<file path="config.mk">
export PLATFORM = sky130hd
export DESIGN_NAME = keypad_emulator
export DESIGN_NICKNAME = d
export VERILOG_FILES = /design/src/rtl/keypad_pkg.sv /design/src/rtl/keypad_emu_timer.sv /design/src/rtl/keypad_emulator.sv
export SDC_FILE = /design/constraint.sdc
export NUM_CORES = 1
export LEC_CHECK = 0
export BUFFER_PORTS_ARGS = -buffer_cell sky130_fd_sc_hd__buf_2
export CAP_MARGIN = 30
export CORE_ASPECT_RATIO = 1.1
export CORE_MARGIN = 4
export CORE_UTILIZATION = 55
export DETAILED_ROUTE_END_ITERATION = 10
export GPL_ROUTABILITY_DRIVEN = 1
export GPL_TIMING_DRIVEN = 0
export PLACE_DENSITY = 0.81
export SLEW_MARGIN = 30
export SYNTH_ARGS = -nofsm -noshare
export SYNTH_HDL_FRONTEND = slang
export SYNTH_HIERARCHICAL = 1
export SYNTH_SLANG_ARGS = --single-unit
export TNS_END_PERCENT = 30
</file>
<file path="constraint.sdc">
create_clock -name clock -period 4.9 [get_ports clock]
set_clock_uncertainty 0.05 [all_clocks]
set_input_delay 0.49 -clock clock [delete_from_list [all_inputs] [get_ports clock]]
set_output_delay 0.49 -clock clock [all_outputs]
set_load 0.02 [all_outputs]
</file>
<file path="src/rtl/keypad_pkg.sv">
// Shared keypad definitions: matrix size, keycode field split and emulator FSM encoding.
package keypad_pkg;

    localparam int KP_ROWS = 4;
    localparam int KP_COLS = 4;

    // keycode = {row index, column index}
    localparam int ROW_HI = 3;
    localparam int ROW_LO = 2;
    localparam int COL_HI = 1;
    localparam int COL_LO = 0;

    typedef enum logic [1:0] {
        ST_IDLE    = 2'd0,
        ST_BOUNCE  = 2'd1,
        ST_HOLD    = 2'd2,
        ST_RELEASE = 2'd3
    } kp_state_e;

    function automatic int kp_max(input int a, input int b);
        return (a > b) ? a : b;
    endfunction

endpackage

</file>
<file path="src/rtl/keypad_emu_timer.sv">
// Loadable down-counter with a zero flag; one instance times every emulator phase.
module keypad_emu_timer #(
    parameter int W = 1
) (
    input  logic         clock,
    input  logic         reset,
    input  logic         load,
    input  logic [W-1:0] load_val,
    output logic         zero
);

    logic [W-1:0] count_q;
    logic [W-1:0] count_d;

    always_comb begin
        count_d = count_q;
        if (load) begin
            count_d = load_val;
        end else if (count_q != '0) begin
            count_d = count_q - 1'b1;
        end
    end

    always_ff @(posedge clock) begin
        if (reset) begin
            count_q <= '0;
        end else begin
            count_q <= count_d;
        end
    end

    assign zero = (count_q == '0);

endmodule

</file>
<file path="src/rtl/keypad_emulator.sv">
// Keypad switch-matrix emulator: presses one key for HOLD_CYCLES, releases for GAP_CYCLES.
// Define KEYPAD_EMU_BOUNCE_EN to add a contact-bounce phase before the stable hold.
module keypad_emulator
    import keypad_pkg::*;
#(
    parameter int HOLD_CYCLES   = 1000000,
    parameter int GAP_CYCLES    = 500000,
    parameter int BOUNCE_PERIOD = 5000,
    parameter int BOUNCE_EDGES  = 6
) (
    input  logic       clock,
    input  logic       reset,
    input  logic       key_valid,
    input  logic [3:0] key_code,
    output logic       key_ready,
    input  logic [3:0] col,
    output logic [3:0] row,
    output logic       contact,
    output logic       busy,
    output logic       done
);

    localparam int CNT_MAX = kp_max(kp_max(HOLD_CYCLES, GAP_CYCLES), BOUNCE_PERIOD);
    localparam int CNT_W   = $clog2(CNT_MAX + 1);

    if (HOLD_CYCLES < 1 || GAP_CYCLES < 1 || BOUNCE_PERIOD < 1 ||
        BOUNCE_EDGES < 2 || (BOUNCE_EDGES % 2) != 0) begin : g_bad_params
        $error("keypad_emulator: invalid cycle parameters");
    end

    kp_state_e  state_q, state_d;
    logic [3:0] code_q, code_d;
    logic       contact_q, contact_d;
    logic       done_q, done_d;
    logic       tmr_load;
    logic [CNT_W-1:0] tmr_val;
    logic       tmr_zero;

`ifdef KEYPAD_EMU_BOUNCE_EN
    localparam int EDGE_W = $clog2(BOUNCE_EDGES + 1);
    logic [EDGE_W-1:0] edges_q, edges_d;
`endif

    keypad_emu_timer #(.W(CNT_W)) u_timer (
        .clock    (clock),
        .reset    (reset),
        .load     (tmr_load),
        .load_val (tmr_val),
        .zero     (tmr_zero)
    );

    always_ff @(posedge clock) begin
        if (reset) begin
            state_q   <= ST_IDLE;
            code_q    <= '0;
            contact_q <= 1'b0;
            done_q    <= 1'b0;
`ifdef KEYPAD_EMU_BOUNCE_EN
            edges_q   <= '0;
`endif
        end else begin
            state_q   <= state_d;
            code_q    <= code_d;
            contact_q <= contact_d;
            done_q    <= done_d;
`ifdef KEYPAD_EMU_BOUNCE_EN
            edges_q   <= edges_d;
`endif
        end
    end

    // Each phase loads N-1 on entry and leaves on the cycle the count reads zero.
    always_comb begin
        state_d   = state_q;
        code_d    = code_q;
        contact_d = contact_q;
        done_d    = 1'b0;
        tmr_load  = 1'b0;
        tmr_val   = '0;
`ifdef KEYPAD_EMU_BOUNCE_EN
        edges_d   = edges_q;
`endif
        case (state_q)
            ST_IDLE: begin
                if (key_valid) begin
                    code_d    = key_code;
                    contact_d = 1'b1;
                    tmr_load  = 1'b1;
`ifdef KEYPAD_EMU_BOUNCE_EN
                    state_d   = ST_BOUNCE;
                    tmr_val   = CNT_W'(BOUNCE_PERIOD - 1);
                    edges_d   = EDGE_W'(BOUNCE_EDGES);
`else
                    state_d   = ST_HOLD;
                    tmr_val   = CNT_W'(HOLD_CYCLES - 1);
`endif
                end
            end
`ifdef KEYPAD_EMU_BOUNCE_EN
            ST_BOUNCE: begin
                if (tmr_zero) begin
                    contact_d = ~contact_q;
                    tmr_load  = 1'b1;
                    // Edge count is even, so the last toggle always lands closed.
                    if (edges_q == EDGE_W'(1)) begin
                        state_d = ST_HOLD;
                        edges_d = '0;
                        tmr_val = CNT_W'(HOLD_CYCLES - 1);
                    end else begin
                        edges_d = edges_q - 1'b1;
                        tmr_val = CNT_W'(BOUNCE_PERIOD - 1);
                    end
                end
            end
`endif
            ST_HOLD: begin
                if (tmr_zero) begin
                    state_d   = ST_RELEASE;
                    contact_d = 1'b0;
                    tmr_load  = 1'b1;
                    tmr_val   = CNT_W'(GAP_CYCLES - 1);
                end
            end
            ST_RELEASE: begin
                if (tmr_zero) begin
                    state_d = ST_IDLE;
                    done_d  = 1'b1;
                end
            end
            default: begin
                state_d   = ST_IDLE;
                contact_d = 1'b0;
            end
        endcase
    end

    // Row sense behaves like a real closed contact bridging one row to one column.
    always_comb begin
        key_ready = (state_q == ST_IDLE);
        busy      = (state_q != ST_IDLE);
        contact   = contact_q;
        done      = done_q;
        row       = '1;
        for (int r = 0; r < KP_ROWS; r++) begin
            if (contact_q && code_q[ROW_HI:ROW_LO] == r[1:0] && !col[code_q[COL_HI:COL_LO]]) begin
                row[r] = 1'b0;
            end
        end
    end

endmodule

</file>
== Yosys cells after proc, flatten, opt, wreduce, memory -nomap -nowiden ==
Index checks and enable logic that the tools add are counted.

* Register bits after elaboration: 28
* Output and inout port bits: 8

* Add/sub/neg operators: 1
* Magnitude comparators: 1
* Eq/ne operators: 8
* Muxes and demuxes: 21
* Bitwise gates (word level): 1
* Reductions and logical operators: 19

{| class="wikitable"
|+ Operator list
! operator !! count
|-
| 20-bit 2-to-1 mux || 3
|-
| 20-bit one-hot mux with 2 select lines || 1
|-
| 20-bit zero test || 1
|-
| 20-bit nonzero test || 1
|-
| 20-bit by 1-bit subtractor with 20-bit output (second input constant) || 1
|-
| 19-bit 2-to-1 mux || 1
|-
| 1-bit 2-to-1 mux || 9
|-
| 2-bit equality test (second input constant) || 4
|-
| 1-bit logical AND || 8
|-
| 2-bit 2-to-1 mux || 3
|-
| 2-bit inequality test (second input constant) || 3
|-
| 2-bit one-hot mux with 3 select lines || 1
|-
| 3-bit AND reduction || 2
|-
| 2-bit zero test || 2
|-
| 2-bit nonzero test || 2
|-
| 2-bit by 3-bit < comparator with 1-bit output (second input constant) || 1
|-
| 1-bit one-hot mux with 3 select lines || 1
|-
| 1-bit binary-select mux with 2-bit select || 1
|-
| 2-bit by 1-bit equality test with 1-bit output (second input constant) || 1
|-
| 1-bit one-hot mux with 2 select lines || 1
|-
| 2-bit AND reduction || 1
|-
| 2-bit OR reduction || 1
|-
| 1-bit zero test || 1
|-
| 1-bit NOT || 1
|}

== Longest topological paths before layout ==
* Word-level depth: 5
* Mapped depth: 14

== Modules after synthesis ==
The synthesis kept the hierarchy.

{| class="wikitable"
|+ By module, submodules not included
! module !! times used !! cells each !! area each (µm²)
|-
| keypad_emu_timer || 1 || 122 || 1081.0
|-
| keypad_emulator || 1 || 43 || 391.6
|}

== Worst setup path after synthesis ==
OpenSTA, ideal clock, no wires.

* Path type: register -> register
* From: register u_timer.count_q[0]
* To: register u_timer.count_q[14]
* Library setup time: 0.067 ns
* Arrival: 2.901 ns
* Setup slack: 1.882 ns
* Cell stages (with the launch flop): 15
* Buffers on the path: 3
* Clock period less this slack: 3.018 ns
* Path through: dfxtp_1 -> inv_1 -> ha_1 -> or4b_2 -> nor4_2 -> and2b_1 -> buf_4 -> nand2_1 -> nor2_1 -> or2_2 -> nor2b_1 -> clkbuf_1 -> clkbuf_1 -> nand2_1 -> o21ai_2

* Longest elaborated chain between the ends: 4

{| class="wikitable"
|+ Ends and longest elaborated chain
! item !! RTL line !! source
|-
| start, declared || keypad_emu_timer.sv:12 || <nowiki>logic [W-1:0] count_q;</nowiki>
|-
| start signal, assigned || keypad_emu_timer.sv:28 || <nowiki>count_q <= count_d;</nowiki>
|-
| 20-bit zero test * || keypad_emu_timer.sv:32 || <nowiki>assign zero = (count_q == '0);</nowiki>
|-
| net tmr_zero || keypad_emulator.sv:37 || <nowiki>logic tmr_zero;</nowiki>
|-
| 1-bit 2-to-1 mux * || keypad_emulator.sv:117 || <nowiki>if (tmr_zero) begin</nowiki>
|-
| 1-bit one-hot mux with 2 select lines * || keypad_emulator.sv:83 || <nowiki>case (state_q)</nowiki>
|-
| net tmr_load || keypad_emulator.sv:35 || <nowiki>logic tmr_load;</nowiki>
|-
| 20-bit 2-to-1 mux / 2-bit nonzero test (equally long branches) || n/a ||
|}

Mark *: on every way through the listed nets, which the timed path passes. The rest lies on a longest branch. The select of a mux whose other input is x is not followed.
A chain may end at the register's enable or synchronous reset.

== Worst setup path in the final report ==
* From: register u_timer.count_q[0]
* To: register u_timer.count_q[5]

Same word-level chain as after synthesis.

==> flow_summary_export.csv <==
group,metric,value,unit
power,max-vdd-ir-drop,0.491,mV
finish,stdcell_count,222,
detailed_routing,vias,1214,
placed_design,dpl.hpwl,2.21,mm
detailed_routing,first_iter_violations,34,
detailed_routing,drtAntennaViolNets,0,
clock_network,cts_setup_buffers,0,
clock_network,hold_buffers,0,
finish,mostFrequentLayoutCells,"dfxtp_1, nand2_1, buf_2, xnor2_1, nor2_1",
critical_path,setup.worst_path.start_class,"flip-flop",
sta,whs,0.339,ns
global_routing,grt_pass1_vias,1164,
clock_network,clk_latency,0.33,ns
yosys,synth_top_area_share,38.1,%
hold_path,hp-class,"in -> reg",
placed_design,portBuffers,18,
floorplanning,die_area,3570,sq um
finish,nNetsFinal,205,
sta,worst_slew_pin_slew,0.557,ns
finish,utilization,65.6,%
placed_design,dp_worst_setup_slack,1.31,ns
clock_network,htree_levels,1,
sta,rsz0062_at_grt,"false",
power,leakage,0.649,nW
global_routing,grt_max_degree,17,
clock_network,cts_sinks,28,
critical_path,critPathCaptureType,"flip-flop",
floorplanning,num_rows,19,
clock_network,cts_buffers,3,
finish,final_layout_size_suffix_gt1_share,23.6,%
yosys,yosysSeqAreaShare,38.1,%
run_status,outcome,"finished clean",
detailed_routing,vias_per_cell,5.47,
global_routing,grt_pass1_wl,5.18,mm
floorplanning,die_height,62.3,um
sta,min_period_over_period,74.9,%
sta,setup_viol,0,
critical_path,crit_type,"reg -> reg",
placed_design,dp.cells,218,
global_routing,overflow,0,
floorplanning,start_util,58.4,%
yosys,syn_avg_cell_area,8.93,sq um
critical_path,cp.required,5.13,ns
critical_path,reg2reg_depth,14,
critical_path,path_max_fanout,16,
sta,finalCriticalPeriod,3.67,ns
critical_path,ff2ff_setup_slack,1.23,ns
clock_network,cts-resized-gates,0,
yosys,yosys_register_bits,28,
detailed_routing,wl_per_cell,13.6,um
sta,slew_headroom,62.8,%
power,power,1.09,mW
clock_network,cts_tree,"yes",
finish,antennaDiodeCount,0,
detailed_routing,drt_wl_total,3.02,mm
critical_path,cp.arrival,3.90,ns
finish,final_common_cell,"dfxtp_1",
detailed_routing,first_pass_iters,4,
sta,finalSetupTns,0,ns
finish,syn2layout_area_growth,12.2,%
sta,finalHoldViolations,0,
sta,max_freq,272,MHz
hold_path,hold_end,"code_q[0]",
power,cellPowerDensity,660,nW/um^2
run,cap_violations,0,
yosys,yosysWarnings,6,
sta,timing.final.max_slew_violations,0,
clock_network,clk_path_buf_depth,2,
yosys,syn_inst,165,
yosys,synth_top_area_cell,"dfxtp_1",
finish,design_area,1650,sq um
clock_network,path_clk_slew,0.15,ns
detailed_routing,drc,0,
critical_path,timing.rr.end,"u_timer/count_q[5]",
clock_network,ctsRootBufferMaster,"clkbuf_4",
sta,setup_ws,1.23,ns
placed_design,routabilityCongestion,0.825,
yosys,synthTopCellsByArea,"dfxtp_1, xnor2_1, o21ai_2",
floorplanning,core,2520,sq um
global_routing,antenna_found_initial,0,
floorplanning,pin_count,19,
yosys,syn_area,1470,sq um
hold_path,holdCritStartpoint,"key_code[0]",
critical_path,worstReg2RegStart,"u_timer/count_q[0]",
hold_path,holdPathStages,3,
placed_design,place_area,1620,sq um
yosys,synth.distinct_cells,40,
global_routing,track_usage,17.8,%
floorplanning,fp.dieW,57.3,um
-- report_power, final --
| part | switching, mW | internal [mW] |
|---|---|---|
| clock | 0.0681 | 0.0455 |
| sequential | 0.0763 | 0.305 |
| combinational | 0.324 | 0.273 |
-- critical path, cell delays in order (launching register included) --
cell and delay (ns):
dfxtp_1 0.37, inv_1 0.09, ha_1 0.14, or4b_2 0.61, nor4_2 0.22, and2b_1 0.16, buf_4 0.17, nand2_1 0.08
nor2_1 0.27, or2_2 0.34, nor2b_1 0.17, clkbuf_1 0.31, clkbuf_1 0.42, nand2_1 0.14, o21ai_2 0.09
-- cell usage after synthesis, drive strengths merged --
cell type  instances
a21oi              4
or2b               1
inv                4
or3                4
nor2              14
and2b              1
nand2b             1
a211o              1
mux2i              5
nand2             23
a2111oi            1
dfxtp             28
nor3               9
ha                 2
xor2               3
nor2b              2
nand3              1
buf                3
nor3b              2
nand3b             2
o21ai             14
o22ai              2
xnor2             16
clkbuf             2
or4b               1
conb               1
a22o               3
nand4              1
mux2               2
or4                2
o31ai              1
or2                3
nor4               6
-- area by class of cell --
| cell class | instances | area [sq um] |
|---|---|---|
| fill | 226 | 867 |
| buffer | 5 | 41.3 |
| inverter | 4 | 15.0 |
| tap | 31 | 38.8 |
| multi-input combinational | 132 | 871 |
| timing repair buffer | 18 | 90.1 |
| sequential | 28 | 561 |
| clock buffer | 4 | 36.3 |
-- cell families (layout without fill, tap and decap cells) --
logic type	count (synthesis)	in the layout	share of synthesized area (%)
AND/OR/NAND/NOR	73	73	26.9
flip-flops	28	28	38.1
AO/OA/AOI/OAI	26	26	13.0
XOR/XNOR	19	19	11.3
buffers and inverters	9	31	3.82
multiplexers	7	7	4.93
adder cells (fa/ha/maj)	2	2	1.70
other	1	5	0.255
-- per-layer routing --
layer	GRT usage (%)	part of all wire, %	vias up
li1	-	-	624
met3	3.11	3.4	2
met2	30.3	50	26
met5	0	0	-
met1	23.0	45	562
met4	4.64	0.83	0
-- worst max path at each step --
stage | start | endpoint | slack, ns
6_report | u_timer/count_q[0] | u_timer/count_q[5] | 1.23
5_1_grt | u_timer/count_q[0] | u_timer/count_q[14] | 0.95
4_1_cts | u_timer/count_q[0] | u_timer/count_q[5] | 1.26
3_5_place_dp | u_timer/count_q[0] | u_timer/count_q[5] | 1.31
3_3_place_gp | u_timer/count_q[0] | u_timer/count_q[14] | 1.43
2_1_floorplan | u_timer/count_q[0] | u_timer/count_q[14] | 1.88
-- registers in the layout (all words and copies together) (netlist names) --
name,flops
code_q,4
done,1
u_timer/count_q,20
state_q,2
contact,1
Note: power is estimated with default switching activity, not from simulation.
